===== config.mk =====
export PLATFORM = sky130hd
export DESIGN_NAME = sound_sequencer
export DESIGN_NICKNAME = d
export VERILOG_FILES = /design/src/rtl/sound_sequencer.sv
export SDC_FILE = /design/constraint.sdc
export NUM_CORES = 1
export LEC_CHECK = 0
export BUFFER_PORTS_ARGS = -buffer_cell sky130_fd_sc_hd__buf_2
export CORE_UTILIZATION = 46
export CTS_CLUSTER_SIZE = 30
export DETAILED_ROUTE_END_ITERATION = 10
export PLACE_DENSITY_LB_ADDON = 0.2
export SKIP_CTS_REPAIR_TIMING = 1
export SYNTH_ARGS = -nofsm -noshare
export SYNTH_HDL_FRONTEND = slang
export SYNTH_SLANG_ARGS = --single-unit

===== constraint.sdc =====
create_clock -name clk -period 3.3 [get_ports clk]
set_input_delay 0.66 -clock clk [delete_from_list [all_inputs] [get_ports clk]]
set_output_delay 0.66 -clock clk [all_outputs]
set_load 0.05 [all_outputs]

===== src/rtl/sound_sequencer.sv =====
// Frame-based sequencer that plays a stored program of sound-generator parameter frames.
// Each frame holds its settings for duration x CLK_DIV cycles, then advances or ends.
module sound_sequencer #(
   parameter int CLK_DIV = 250000,
   parameter int ADDR_W  = 4
) (
   input  logic              clk,
   input  logic              reset,
   input  logic              wr_en,
   input  logic [ADDR_W-1:0] wr_addr,
   input  logic [47:0]       wr_data,
   input  logic              start,
   input  logic [ADDR_W-1:0] start_addr,
   input  logic              stop,
   output logic              busy,
   output logic              done,
   output logic [ADDR_W-1:0] cur_addr,
   output logic [11:0]       vco_freq,
   output logic [11:0]       noise_freq,
   output logic [9:0]        lfo_freq,
   output logic [2:0]        lfo_shift,
   output logic              vco_select,
   output logic              noise_select,
   output logic [2:0]        mixer
);

   localparam int DEPTH = 2**ADDR_W;
   localparam int PW    = $clog2(CLK_DIV);

   localparam logic [0:0] S_IDLE = 1'b0;
   localparam logic [0:0] S_PLAY = 1'b1;

   logic [47:0]       r_mem [DEPTH];
   logic [0:0]        r_state;
   logic [PW-1:0]     r_presc;
   logic [5:0]        r_remain;
   logic              r_last;
   logic              r_busy;
   logic              r_done;
   logic [ADDR_W-1:0] r_cur_addr;
   logic [11:0]       r_vco_freq;
   logic [11:0]       r_noise_freq;
   logic [9:0]        r_lfo_freq;
   logic [2:0]        r_lfo_shift;
   logic              r_vco_select;
   logic              r_noise_select;
   logic [2:0]        r_mixer;

   logic [ADDR_W-1:0] w_fetch_addr;
   logic [47:0]       w_frame;
   logic [4:0]        w_dur;
   logic              w_tick;
   logic              w_frame_end;
   logic              w_load;
   logic              w_finish;

   // NOTE: program memory has no reset; a reset only clears the playback state.
   always_ff @(posedge clk) begin
      if (wr_en)
         r_mem[wr_addr] <= wr_data;
   end

   // Combinational fetch: a same-cycle write is not yet visible, so old data is read.
   assign w_fetch_addr = start ? start_addr : r_cur_addr + ADDR_W'(1);
   assign w_frame      = r_mem[w_fetch_addr];
   assign w_dur        = w_frame[46:42];
   assign w_tick       = (r_state == S_PLAY) && (r_presc == PW'(CLK_DIV - 1));
   assign w_frame_end  = w_tick && (r_remain == 6'd1);

   // Priority: stop > start > frame advance.
   assign w_load   = !stop && (start || (w_frame_end && !r_last));
   assign w_finish = !stop && !start && w_frame_end && r_last;

   // NOTE: all state here uses non-blocking assignments so every register samples pre-edge values.
   always_ff @(posedge clk or posedge reset) begin
      if (reset) begin
         r_state        <= S_IDLE;
         r_presc        <= '0;
         r_remain       <= '0;
         r_last         <= 1'b0;
         r_busy         <= 1'b0;
         r_done         <= 1'b0;
         r_cur_addr     <= '0;
         r_vco_freq     <= '0;
         r_noise_freq   <= '0;
         r_lfo_freq     <= '0;
         r_lfo_shift    <= '0;
         r_vco_select   <= 1'b0;
         r_noise_select <= 1'b0;
         r_mixer        <= '0;
      end else begin
         r_done <= 1'b0;
         if (stop) begin
            r_state <= S_IDLE;
            r_busy  <= 1'b0;
            r_mixer <= '0;
         end else if (w_load) begin
            r_state        <= S_PLAY;
            r_busy         <= 1'b1;
            r_presc        <= '0;
            r_remain       <= (w_dur == 5'd0) ? 6'd32 : {1'b0, w_dur};
            r_last         <= w_frame[47];
            r_cur_addr     <= w_fetch_addr;
            r_noise_select <= w_frame[41];
            r_vco_select   <= w_frame[40];
            r_mixer        <= w_frame[39:37];
            r_lfo_shift    <= w_frame[36:34];
            r_lfo_freq     <= w_frame[33:24];
            r_noise_freq   <= w_frame[23:12];
            r_vco_freq     <= w_frame[11:0];
         end else if (w_finish) begin
            r_state <= S_IDLE;
            r_busy  <= 1'b0;
            r_mixer <= '0;
            r_done  <= 1'b1;
         end else if (r_state == S_PLAY) begin
            if (w_tick) begin
               r_presc  <= '0;
               r_remain <= r_remain - 6'd1;
            end else begin
               r_presc <= r_presc + PW'(1);
            end
         end
      end
   end

   assign busy         = r_busy;
   assign done         = r_done;
   assign cur_addr     = r_cur_addr;
   assign vco_freq     = r_vco_freq;
   assign noise_freq   = r_noise_freq;
   assign lfo_freq     = r_lfo_freq;
   assign lfo_shift    = r_lfo_shift;
   assign vco_select   = r_vco_select;
   assign noise_select = r_noise_select;
   assign mixer        = r_mixer;

endmodule


; Yosys cells after proc, flatten, opt, wreduce, memory -nomap -nowiden
; Memory sizes are Yosys's and may differ from the RTL's.
; Index checks and enable logic that the tools add are counted.
[totals]
output_inout_bits = 48
n_memories = 1
ff_bits = 73
wordCells = 60
mem_bits_rw = 768
input_bits = 61
[classes]
n_addsub = 3
reduce_logical = 18
bitwise = 1
eq_ne = 3
mux = 21
[mem_list]
columns = name, words, word_bits, read_ports, rd_ports_with_merged_regs, write_ports, line_no
row1 = r_mem, 16, 48, 1, 0, 1, 33  ; logic [47:0] r_mem [DEPTH];
[ops]
columns = op, count
row1 = 18-bit 2-to-1 mux, 4
row2 = 6-bit 2-to-1 mux, 5
row3 = "18-bit by 1-bit adder with 18-bit output, second input constant", 1
row4 = "18-bit equality test, second input constant", 1
row5 = 3-bit 2-to-1 mux, 3
row6 = 1-bit 2-to-1 mux, 8
row7 = 1-bit logical AND, 7
row8 = "6-bit by 1-bit equality test with 1-bit output, second input constant", 1
row9 = "6-bit by 1-bit subtractor with 6-bit output, second input constant", 1
row10 = 5-bit zero test, 1
row11 = "4-bit by 1-bit adder with 4-bit output, second input constant", 1
row12 = 4-bit 2-to-1 mux, 1
row13 = 4-bit AND reduction, 1
row14 = 2-bit nonzero test, 2
row15 = 1-bit zero test, 3
row16 = 3-bit AND reduction, 1
row17 = 3-bit nonzero test, 1
row18 = "2-bit inequality test, second input constant", 1
row19 = 2-bit AND reduction, 1
row20 = 1-bit logical OR, 1
row21 = 1-bit NOT, 1

; Logic depth before layout (Yosys ltp)
; Gate-level depths: netlist (run 1).
[logic_depth]
ltp_word = 8
ltp_mapped = 11
depth_no_buf = 9

; Worst setup path after synthesis (run 1)
; OpenSTA, ideal clock, no wires.
[synth_timing]
kind = input to register
start = input port wr_addr[2]
end = memory r_mem[0][0] (enable)
setup_slack_ns = -1.664
cell_stages = 2
t_arrival_ns = 4.451
path_buffers = 0
path_cell_list = or3b_2 nor3_1
[synth_rtl]
columns = element, line_no
row1 = from (decl), 10  ; input logic [ADDR_W-1:0] wr_addr,
row2 = to (decl), 33
; Straight into the memory's write port.

; Worst setup path in the final report (run 1)
[layout_timing]
start = register r_presc[4]
end = register r_lfo_shift[0] (netlist: lfo_shift[0])
[layout_via]
elab_chain_cells = 7
[layout_rtl]
columns = element, line_no
row1 = from (decl), 35  ; logic [PW-1:0] r_presc;
row2 = from (signal assigned), 121  ; r_presc <= r_presc + PW'(1);
row3 = 18-bit equality test, 67  ; assign w_tick = (r_state == S_PLAY) && (r_presc == PW'(CLK_DIV - 1));
row4 = 1-bit logical AND, 67
row5 = 1-bit logical AND, 68  ; assign w_frame_end = w_tick && (r_remain == 6'd1);
row6 = 1-bit logical AND, 71  ; assign w_load = !stop && (start || (w_frame_end && !r_last));
row7 = 1-bit logical OR, 71
row8 = 1-bit logical AND, 71
row9 = 2-bit AND reduction (no source line), --
row10 = to (signal assigned), 107  ; r_lfo_shift <= w_frame[36:34];
row11 = to (decl), 44  ; logic [2:0] r_lfo_shift;
; No other way between the ends.
; A chain may end at the register's enable or synchronous reset.

==> results of run 1 <==
==> layer usage <==
layer	wire length [microns]	vias to the layer above
li1	-	7184
met3	4340	113
met2	35200	440
met1	32800	8864
met4	1470	10
met5	64	-
==> through the flow <==
step / util [%] / cells / TNS [ns] / hold WS [ns] / cell area, sq um
CTS: 54.4 / 2915 / 0 / 0.0700 / 37700
floorplan: - / 1740 / -56.39 / 0.491 / 32400
detailed placement: 50.4 / 2757 / 0 / 0.465 / 34900
finish: 54.5 / 2919 / 0 / 0.0842 / 37700
global route: 54.4 / 2915 / 0 / 0.0924 / 37700
global placement: 50.4 / 2757 / 0 / 0.459 / 34900
==> worst reg2reg max path, cell delays in order, from the launching register on <==
cell and delay, ns:
dfrtp_1 0.43, or4b_1 0.58, or3_4 0.44, or3_1 0.36
nor3_2 0.19, a21oi_4 0.12, buf_4 0.34, nand2_1 0.18
o21ai_0 0.09
==> layout make-up <==
type | instances | area (sq um) | share of cell area [%]
clock inverters | 44 | 449 | 1.19
flip-flops and latches | 841 | 24900 | 66.1
multi-input cells | 800 | 7290 | 19.3
clock buffers | 114 | 2330 | 6.18
diodes | 4 | 10.0 | 0.0266
inverters | 9 | 36.3 | 0.0963
repair buffers | 176 | 1510 | 4.02
well taps | 931 | 1160 | 3.09
==> registers in the layout, indices dropped and copies added, names as in the netlist <==
name,flops
noise_freq,12
done,1
noise_select,1
lfo_freq,10
r_last,1
cur_addr,4
busy,1
r_mem,768
r_remain,6
lfo_shift,3
mixer,3
vco_freq,12
vco_select,1
r_presc,18
==> placed cells by master (no fill, tap or decap), drive strengths merged, types with 3 or more instances in the layout <==
cell	instances
xor2	9
nand2	310
nand4	11
clkinvlp	3
dfrtp	73
xnor2	15
a21oi	91
diode	4
edfxtp	768
inv	13
mux2	3
ha	4
nand2b	4
buf	176
clkbuf	114
nand3	30
clkinv	30
o21ai	51
nor2	38
mux4	184
mux2i	6
nor3	16
bufinv	7
==> logic make-up after synthesis <==
logic type | count (synthesis)
flops | 841
simple gates | 426
mux | 193
compound gates | 153
buf+inv | 99
xor+xnor | 24
fa+ha+maj | 4
==> path summary, 6_finish.rpt <==
kind | from | to | slack [ns]
min in group clk | stop | done | 0.37
worst min register to register | mixer[1] | mixer[1] | 0.47
worst min-delay path | reset | noise_freq[4] | 0.08
worst max-delay path | r_presc[4] | lfo_shift[0] | 0.41
worst max register to register | r_presc[4] | lfo_shift[0] | 0.41
max in group asynchronous | reset | vco_select | 2.47
==> power groups by stage <==
stage	sequential [W]	clock, W	combinational, W
6_report	0.0122	0.00956	0.00342
5_1_grt	0.0122	0.0102	0.00372
4_1_cts	0.0122	0.00974	0.00348
3_5_place_dp	0.0124	0	0.00348
3_3_place_gp	0.0124	0	0.00344
2_1_floorplan	0.0129	0	0.00185
==> metrics.md, run 1 <==
| Metric | Value |
|---|---|
| Run status | complete, no violations |
| Synth area leader | edfxtp_1 |
| Layout fillers | 5419 |
| Cts bufs inserted | 87 |
| Vias per cell | 5.69 |
| Met2 Use GR | 33.3% |
| Register area share after synthesis | 76.8% |
| Worst-path clk slew | 0.06 ns |
| Synth Area in XOR/XNOR | 0.649% |
| TritonCTS clock tree | built |
| Net switching power | 0.00636 W |
| Fin nets | 1980 |
| Cell leakage power | 12.7 nW |
| Maximum VDD drop | 0.476 mV |
| Die height | 267 microns |
| Final Cycle Share | 87.6% |
| Commonest cells post-synth | edfxtp_1, nand2_1, mux4_2 |
| Worst slack at placement | 0.321 ns |
| Top cell type's share of synthesized area | 71.2% |
| CP Class | register to register |
| # rows | 96 |
| Worst-skew pair later-pin latency | 0.64 ns |
| Routed Antenna Nets | 0 |
| Total clock sinks | 841 |
| Initial antenna violation count | 8 |
| DR DRC count | 0 |
| GR peak layer | met2 |
| Clock Skews | 0.0257 ns |
| WP data arrival | 3.37 ns |
| WP depth | 8 |
| Fmax | 0.346 GHz |
| Sw Ratio | 25.2% |
| Die Wd | 267 microns |
| Max_slew headroom | 50.0% |
| GR Layer Usage met3 | 4.27% |
| Mapped Cells | 1740 |
| Async S/R FF share, synth | 8.68% |
| Post-synth EDFFs | 768 |
| CP startpoint kind | register |
| Final Hold Fails | 0 |
| Final setup vio count | 0 |
| Hold WC Path Type | input pin to async pin |
| Most used DFF post-synth | edfxtp_1 |
| Register-to-Register Path Depth | 8 |
| Clock power share | 37.9% |
| Worst setup margin | 0.409 ns |
| Via count | 16600 |
| Ys Warns | 0 |
| Post-synthesis average cell area | 18.6 sq um |
| Final Power | 0.0252 W |
| First DRT Iteration DRCs | 1538 |
| Critical path required time | 3.77 ns |
| Wire length per cell | 25.3 microns |
| Largest family of logic cells by synthesized area | multiplexers |
| Top-count cell post-synth | edfxtp_1 |
| Final critical-path required period | 2.89 ns |
| Vias in the first global route | 17100 |
| Post-synthesis mux area share | 13.1% |
| Detail Placement HPWL | 38300 microns |
| GPL Wtd Cong | 0.745 |
| Largest net degree at the start of global routing | 54 |
| Core area | 69200 sq um |
| Layout cells sized above 1 | 26.1% |
| Adder and majority gate portion of the synthesized area | 0.154% |
| Post-synthesis cell type count | 48 |
| RSZ-0062 raised after global routing | no |
| Register bit total from synthesis | 841 |
| H-tree Lvls | 3 |
| Die area | 71500 sq um |
| Gr usage total | 21.2% |
| GR Util met1 | 30.6% |
| Critical path buffers and inverters | 1 |
| Seq pwr share | 48.5% |
| Root buf cell | clkbuf_16 |
| Syn Nets | 1805 |
| Max FO, Critical Path | 52 |
| Worst-case clock buffer depth | 3 |
| Synth-to-Final Area Change | 16.3% |
| Combinational Power Share | 13.6% |
| Max-cap viol count | 0 |
| Global-route wire length before repair | 110000 microns |
| Measured slew at the worst slew-check pin | 0.747 ns |
| Max-slew violations | 0 |
| Drt first pass iters | 7 |
| Worst path cell trace | or4b_1 > or3_4 > or3_1 > nor3_2 > a21oi_4 > buf_4 > nand2_1 > o21ai_0 |
| Critical Path Sink Type | register |
| Port Buf Inserts | 108 |
| Top cells by area, synth | edfxtp_1, mux4_2, dfrtp_1 |
| Post-Synth Simple-Gate Area | 5.50% |
| Initial Utilization | 46.8% |
| Largest stage delay, worst path | 0.58 ns |
| Internal power | 0.0188 W |
| Cell Area, Synth | 32400 sq um |
| Grt ovf | 0 |
| WL final | 73900 microns |
| Max stage delay cell, worst path | or4b_1 |
| Pwr per Cell Area | 669 nW/um^2 |
| Synth Area in Compound Gates | 2.51% |
| IO Pins | 109 |
| Kind of cell adding the most delay to the critical path | simple AND/OR/NAND/NOR gates |
No activity file was read; power rests on OpenSTA's default activity.
==> run 2, diff against run 1 <==
CELL_PAD_IN_SITES_DETAIL_PLACEMENT = 0   (was default)
CELL_PAD_IN_SITES_GLOBAL_PLACEMENT = 2   (was default)
CORE_UTILIZATION = 48   (was 46)
==> metrics.md, run 2 (synthesis gave the netlist of run 1 again) <==
| Metric | Value |
|---|---|
| Run status | complete, no violations |
| WL final | 73000 microns |
| Cell leakage power | 12.7 nW |
| Final Cycle Share | 85.8% |
| Port Buf Inserts | 108 |
| Final Hold Fails | 0 |
| TritonCTS clock tree | built |
| Gr usage total | 22.2% |
| Most frequent cells in the layout | edfxtp_1, nand2_1, mux4_2 |
| Measured slew at the worst slew-check pin | 0.801 ns |
| Clock Skews | 0.0342 ns |
| Die Wd | 262 microns |
| Worst-path clk slew | 0.06 ns |
| Synth-to-Final Area Change | 16.4% |
| Max_slew headroom | 46.4% |
| Max-cap viol count | 0 |
| Routed Antenna Nets | 0 |
| IO Pins | 109 |
| Total clock sinks | 841 |
| Fin area | 37700 sq um |
| H-tree Lvls | 3 |
| GPL Wtd Cong | 0.724 |
| Hold WC Path Type | input pin to async pin |
| Layout fillers | 5076 |
| First DRT Iteration DRCs | 1418 |
| Critical path required time | 3.77 ns |
| CP Class | register to register |
| Register-to-Register Path Depth | 8 |
| DR DRC count | 0 |
| Via count | 16300 |
| Layout cells sized above 1 | 26.3% |
| WHS | 0.0927 ns |
| FF-to-FF setup slack | 0.47 ns |
| # rows | 94 |
| CP startpoint kind | register |
| Fin nets | 1982 |
| Pwr per Cell Area | 672 nW/um^2 |
| RSZ-0062 raised after global routing | no |
| Commonest non-fill, non-tap cell in the layout | edfxtp_1 |
| Top Registers | r_mem x768, r_presc x18 |
| Initial antenna violation count | 8 |
| Worst-case clock buffer depth | 3 |
| R2r endpoint | noise_freq[6] |
| Final Power | 0.0253 W |
| Maximum VDD drop | 0.352 mV |
| Worst-skew pair later-pin latency | 0.64 ns |
| Vias in the first global route | 17000 |
| Vias per cell | 5.69 |
| Biggest register | r_mem |
| Final setup vio count | 0 |
| Final critical-path required period | 2.83 ns |
| Cts bufs inserted | 85 |
| Drt first pass iters | 5 |
| Max FO, Critical Path | 57 |
| Die height | 262 microns |
| Final TNS setup | 0 ns |
| Worst reg2reg path startpoint | r_presc[4] |
| Initial Utilization | 48.9% |
| Max-slew violations | 0 |
| Largest net degree at the start of global routing | 66 |
| Post-DP Area | 34900 sq um |
| Max reg flops | 768 |
| Core area | 66200 sq um |
| Fmax | 0.353 GHz |
| Root buf cell | clkbuf_16 |
| Detail Placement HPWL | 39100 microns |
| Wire length per cell | 25.5 microns |
| Global-route wire length before repair | 109000 microns |
| Grt ovf | 0 |
| Critical Path Sink Type | register |
| Die area | 68500 sq um |
| WP data arrival | 3.30 ns |
==> run 2: power by group <==
part	switching, W	leakage (nW)	internal (W)
logic	0.00215	3.49	0.00131
clock network	0.00398	1.37	0.00570
registers	0.000173	7.88	0.0120
==> run 2: area by class of cell <==
type                       instances  area, sq um  share of cell area (%)
timing repair buffer             180         1560                    4.13
multi-input combinational        800         7290                    19.3
clock buffer                     117         2380                    6.32
clock inverter                    43          447                    1.19
antenna                            5         12.5                  0.0332
tap                              864         1080                    2.87
inverter                           9         36.3                  0.0963
sequential                       841        24900                    66.0
==> run 2: per-layer routing <==
metal  vias up  GRT usage [%]  routed length, microns
li1       7195              -                       -
met4         8           5.88                    1140
met5         -              0                      45
met1      8586           31.3                   31400
met2       403           36.3                   36500
met3        88           3.35                    3910
==> run 2: worst max-delay path, cell delays in order, from the launching register on <==
cell and delay [ns]:
dfrtp_1 0.44, or4b_1 0.56, or3_4 0.43, or3_1 0.35
nor3_2 0.19, a21oi_4 0.07, buf_4 0.31, nand2_1 0.16
o21ai_0 0.10
==> run 2: worst max path at each step <==
| stage | start | end | slack (ns) | cells past startpoint |
|---|---|---|---|---|
| finish | r_presc[4] | noise_freq[6] | 0.47 | 8 |
| floorplan | wr_addr[2] | r_mem[1][0] | -0.38 | 2 |
| CTS | r_presc[4] | r_remain[4] | 0.44 | 7 |
| global placement | start | noise_freq[4] | 0.31 | 11 |
| detailed placement | start | lfo_freq[2] | 0.29 | 11 |
| global route | r_presc[4] | lfo_freq[7] | 0.31 | 8 |
==> run 2: per-stage QoR <==
stage	setup WS [ns]	util, %	std cells
6_report	0.468	56.9	2859
3_3_place_gp	0.307	52.6	2694
5_1_grt	0.312	56.9	2855
3_5_place_dp	0.286	52.6	2694
2_1_floorplan	-0.381	-	1740
4_1_cts	0.436	56.9	2854
==> run 3, diff against run 2 <==
--- a/config.mk
+++ b/config.mk
@@ -6,10 +6,11 @@
 export NUM_CORES = 1
 export LEC_CHECK = 0
-export BUFFER_PORTS_ARGS = -buffer_cell sky130_fd_sc_hd__buf_2
 export CELL_PAD_IN_SITES_DETAIL_PLACEMENT = 0
 export CELL_PAD_IN_SITES_GLOBAL_PLACEMENT = 2
-export CORE_UTILIZATION = 48
+export CORE_UTILIZATION = 49
+export CTS_CLUSTER_DIAMETER = 50
 export CTS_CLUSTER_SIZE = 30
 export DETAILED_ROUTE_END_ITERATION = 10
+export DONT_BUFFER_PORTS = 1
 export PLACE_DENSITY_LB_ADDON = 0.2
 export SKIP_CTS_REPAIR_TIMING = 1
==> constraint.sdc (replaced) <==
create_clock -name clk -period 3.3 [get_ports clk]
set_input_delay 0.495 -clock clk [delete_from_list [all_inputs] [get_ports clk]]
set_output_delay 0.495 -clock clk [all_outputs]
set_load 0.05 [all_outputs]
==> metrics.md, run 3 (synthesis gave the netlist of run 1 again) <==
| Metric | Value |
|---|---|
| WHS | 0.0983 ns |
| Pwr per Cell Area | 670 nW/um^2 |
| Port Buf Inserts | 0 |
| Final Hold Fails | 0 |
| Vias per cell | 5.76 |
| Max reg flops | 768 |
| Initial antenna violation count | 4 |
| Vias in the first global route | 16500 |
| Final Cycle Share | 85.7% |
| Initial Utilization | 49.9% |
| Worst reg2reg path startpoint | r_presc[4] |
| Clock Skews | 0.0298 ns |
| Cell leakage power | 12.4 nW |
| Most frequent cells in the layout | edfxtp_1, nand2_1, mux4_2 |
| Drt first pass iters | 6 |
| CP startpoint kind | register |
| Maximum VDD drop | 0.530 mV |
| Max-slew violations | 0 |
| Wire length per cell | 25.8 microns |
| Largest stage delay, worst path | 0.56 ns |
| FF-to-FF setup slack | 0.47 ns |
| Max_slew headroom | 40.4% |
| Hold WC Path Type | input pin to register |
| Worst path cell trace | or4b_1 > or3_4 > or3_1 > nor3_2 > a21oi_4 > buf_4 > nand2_1 > o21ai_0 |
| Core area | 64900 sq um |
| DR DRC count | 0 |
| Critical path required time | 3.79 ns |
| Final setup vio count | 0 |
| Fin util | 57.7% |
| Global-route wire length before repair | 107000 microns |
| Synth-to-Final Area Change | 15.6% |
| Critical Path Sink Type | register |
| First DRT Iteration DRCs | 1197 |
| CP Class | register to register |
| Biggest register | r_mem |
| Total clock sinks | 841 |
| Register-to-Register Path Depth | 8 |
| Worst-case clock buffer depth | 3 |
| Grt ovf | 0 |
| Fin nets | 1923 |
| Worst-path clk slew | 0.07 ns |
| Run status | complete, no violations |
| WP data arrival | 3.32 ns |
| TritonCTS clock tree | built |
| Fin area | 37400 sq um |
| Final TNS setup | 0 ns |
| Via count | 16000 |
| GPL Wtd Cong | 0.734 |
| IO Pins | 109 |
| RSZ-0062 raised after global routing | no |
| Max stage delay cell, worst path | or4b_1 |
| Top Registers | r_mem x768, r_presc x18 |
| R2r endpoint | noise_freq[6] |
| Root buf cell | clkbuf_16 |
| Fmax | 0.353 GHz |
| Layout cells sized above 1 | 22.5% |
| Detail Placement HPWL | 38900 microns |
| Routed Antenna Nets | 0 |
| Post-DP Area | 34100 sq um |
| Largest net degree at the start of global routing | 58 |
| Cts bufs inserted | 82 |
| Max-cap viol count | 0 |
| End of the critical path | noise_freq[6] |
| Gr usage total | 22.0% |
| CP startpoint | r_presc[4] |
| Measured slew at the worst slew-check pin | 0.894 ns |
| Final critical-path required period | 2.83 ns |
| Die height | 259 microns |
| WL final | 71800 microns |
| Worst-skew pair later-pin latency | 0.64 ns |
| # rows | 93 |
| Max FO, Critical Path | 54 |
| H-tree Lvls | 3 |
| Commonest non-fill, non-tap cell in the layout | edfxtp_1 |
| Die Wd | 259 microns |
| Die area | 67100 sq um |
## run 3: changes by cell type in the layout (fill, tap and decap cells not counted), moves of 5 or more
cell	before	now
buf_2	108	0
dlygate4sd3_1	0	49
clkbuf_1	23	3
buf_4	34	52
inv_6	1	17
buf_12	38	23
clkinv_8	2	10
clkinv_2	15	8
clkbuf_16	89	83
clkinv_4	0	5
inv_8	0	5
## run 3: how the worst min path moves through the flow
stage,depth (start not counted),endpoint,from
detailed placement,2,r_last,r_last
floorplan,2,r_last,r_last
global placement,2,r_last,r_last
CTS,0,r_mem[4][13],wr_data[13]
global route,2,done,stop
finish,2,done,stop
## run 3: power breakdown
group          internal, W  total [W]  switching, W  leakage (nW)
Combinational      0.00122    0.00282       0.00159          3.20
Clock              0.00519    0.00958       0.00439          1.37
Sequential          0.0120     0.0127      0.000700          7.88
Total               0.0184     0.0251       0.00669          12.4
## run 3: metrics by stage
stage / power, W / cells / setup slack (ns)
final: 0.0251 / 2782 / 0.471
after detailed placement: 0.0156 / 2580 / 0.496
after global routing: 0.0260 / 2779 / 0.276
after global placement: 0.0156 / 2580 / 0.540
after floorplan: 0.0147 / 1740 / -0.216
after CTS: 0.0252 / 2730 / 0.472
## run 3: worst max-delay path: cells and delay by family (launching register included)
kind / cells / cell delay (ns)
DFF: 1 / 0.43
AOI/OAI and AO/OA: 2 / 0.20
buffers and inverters: 1 / 0.29
and+or+nand+nor: 5 / 1.71
## run 3: metal layers
metal  wire, microns  up-vias  global-route usage (%)  part of all wire (%)
met2           36000      411                    36.7                    50
met3            4140       85                    4.26                   5.8
met5              13        -                       0                 0.018
li1                -     7087                       -                     -
met4            1310        2                    5.72                   1.8
met1           30400     8432                    29.8                    42
## run 3: cell type report
cell class | instances | area, sq um
well taps | 855 | 1070
diodes | 3 | 7.51
inverters | 9 | 36.3
repair buffers | 124 | 1340
clock buffers | 87 | 2100
fillers | 4855 | 27500
clock inverters | 63 | 702
multi-input cells | 800 | 7290
flip-flops and latches | 841 | 24900
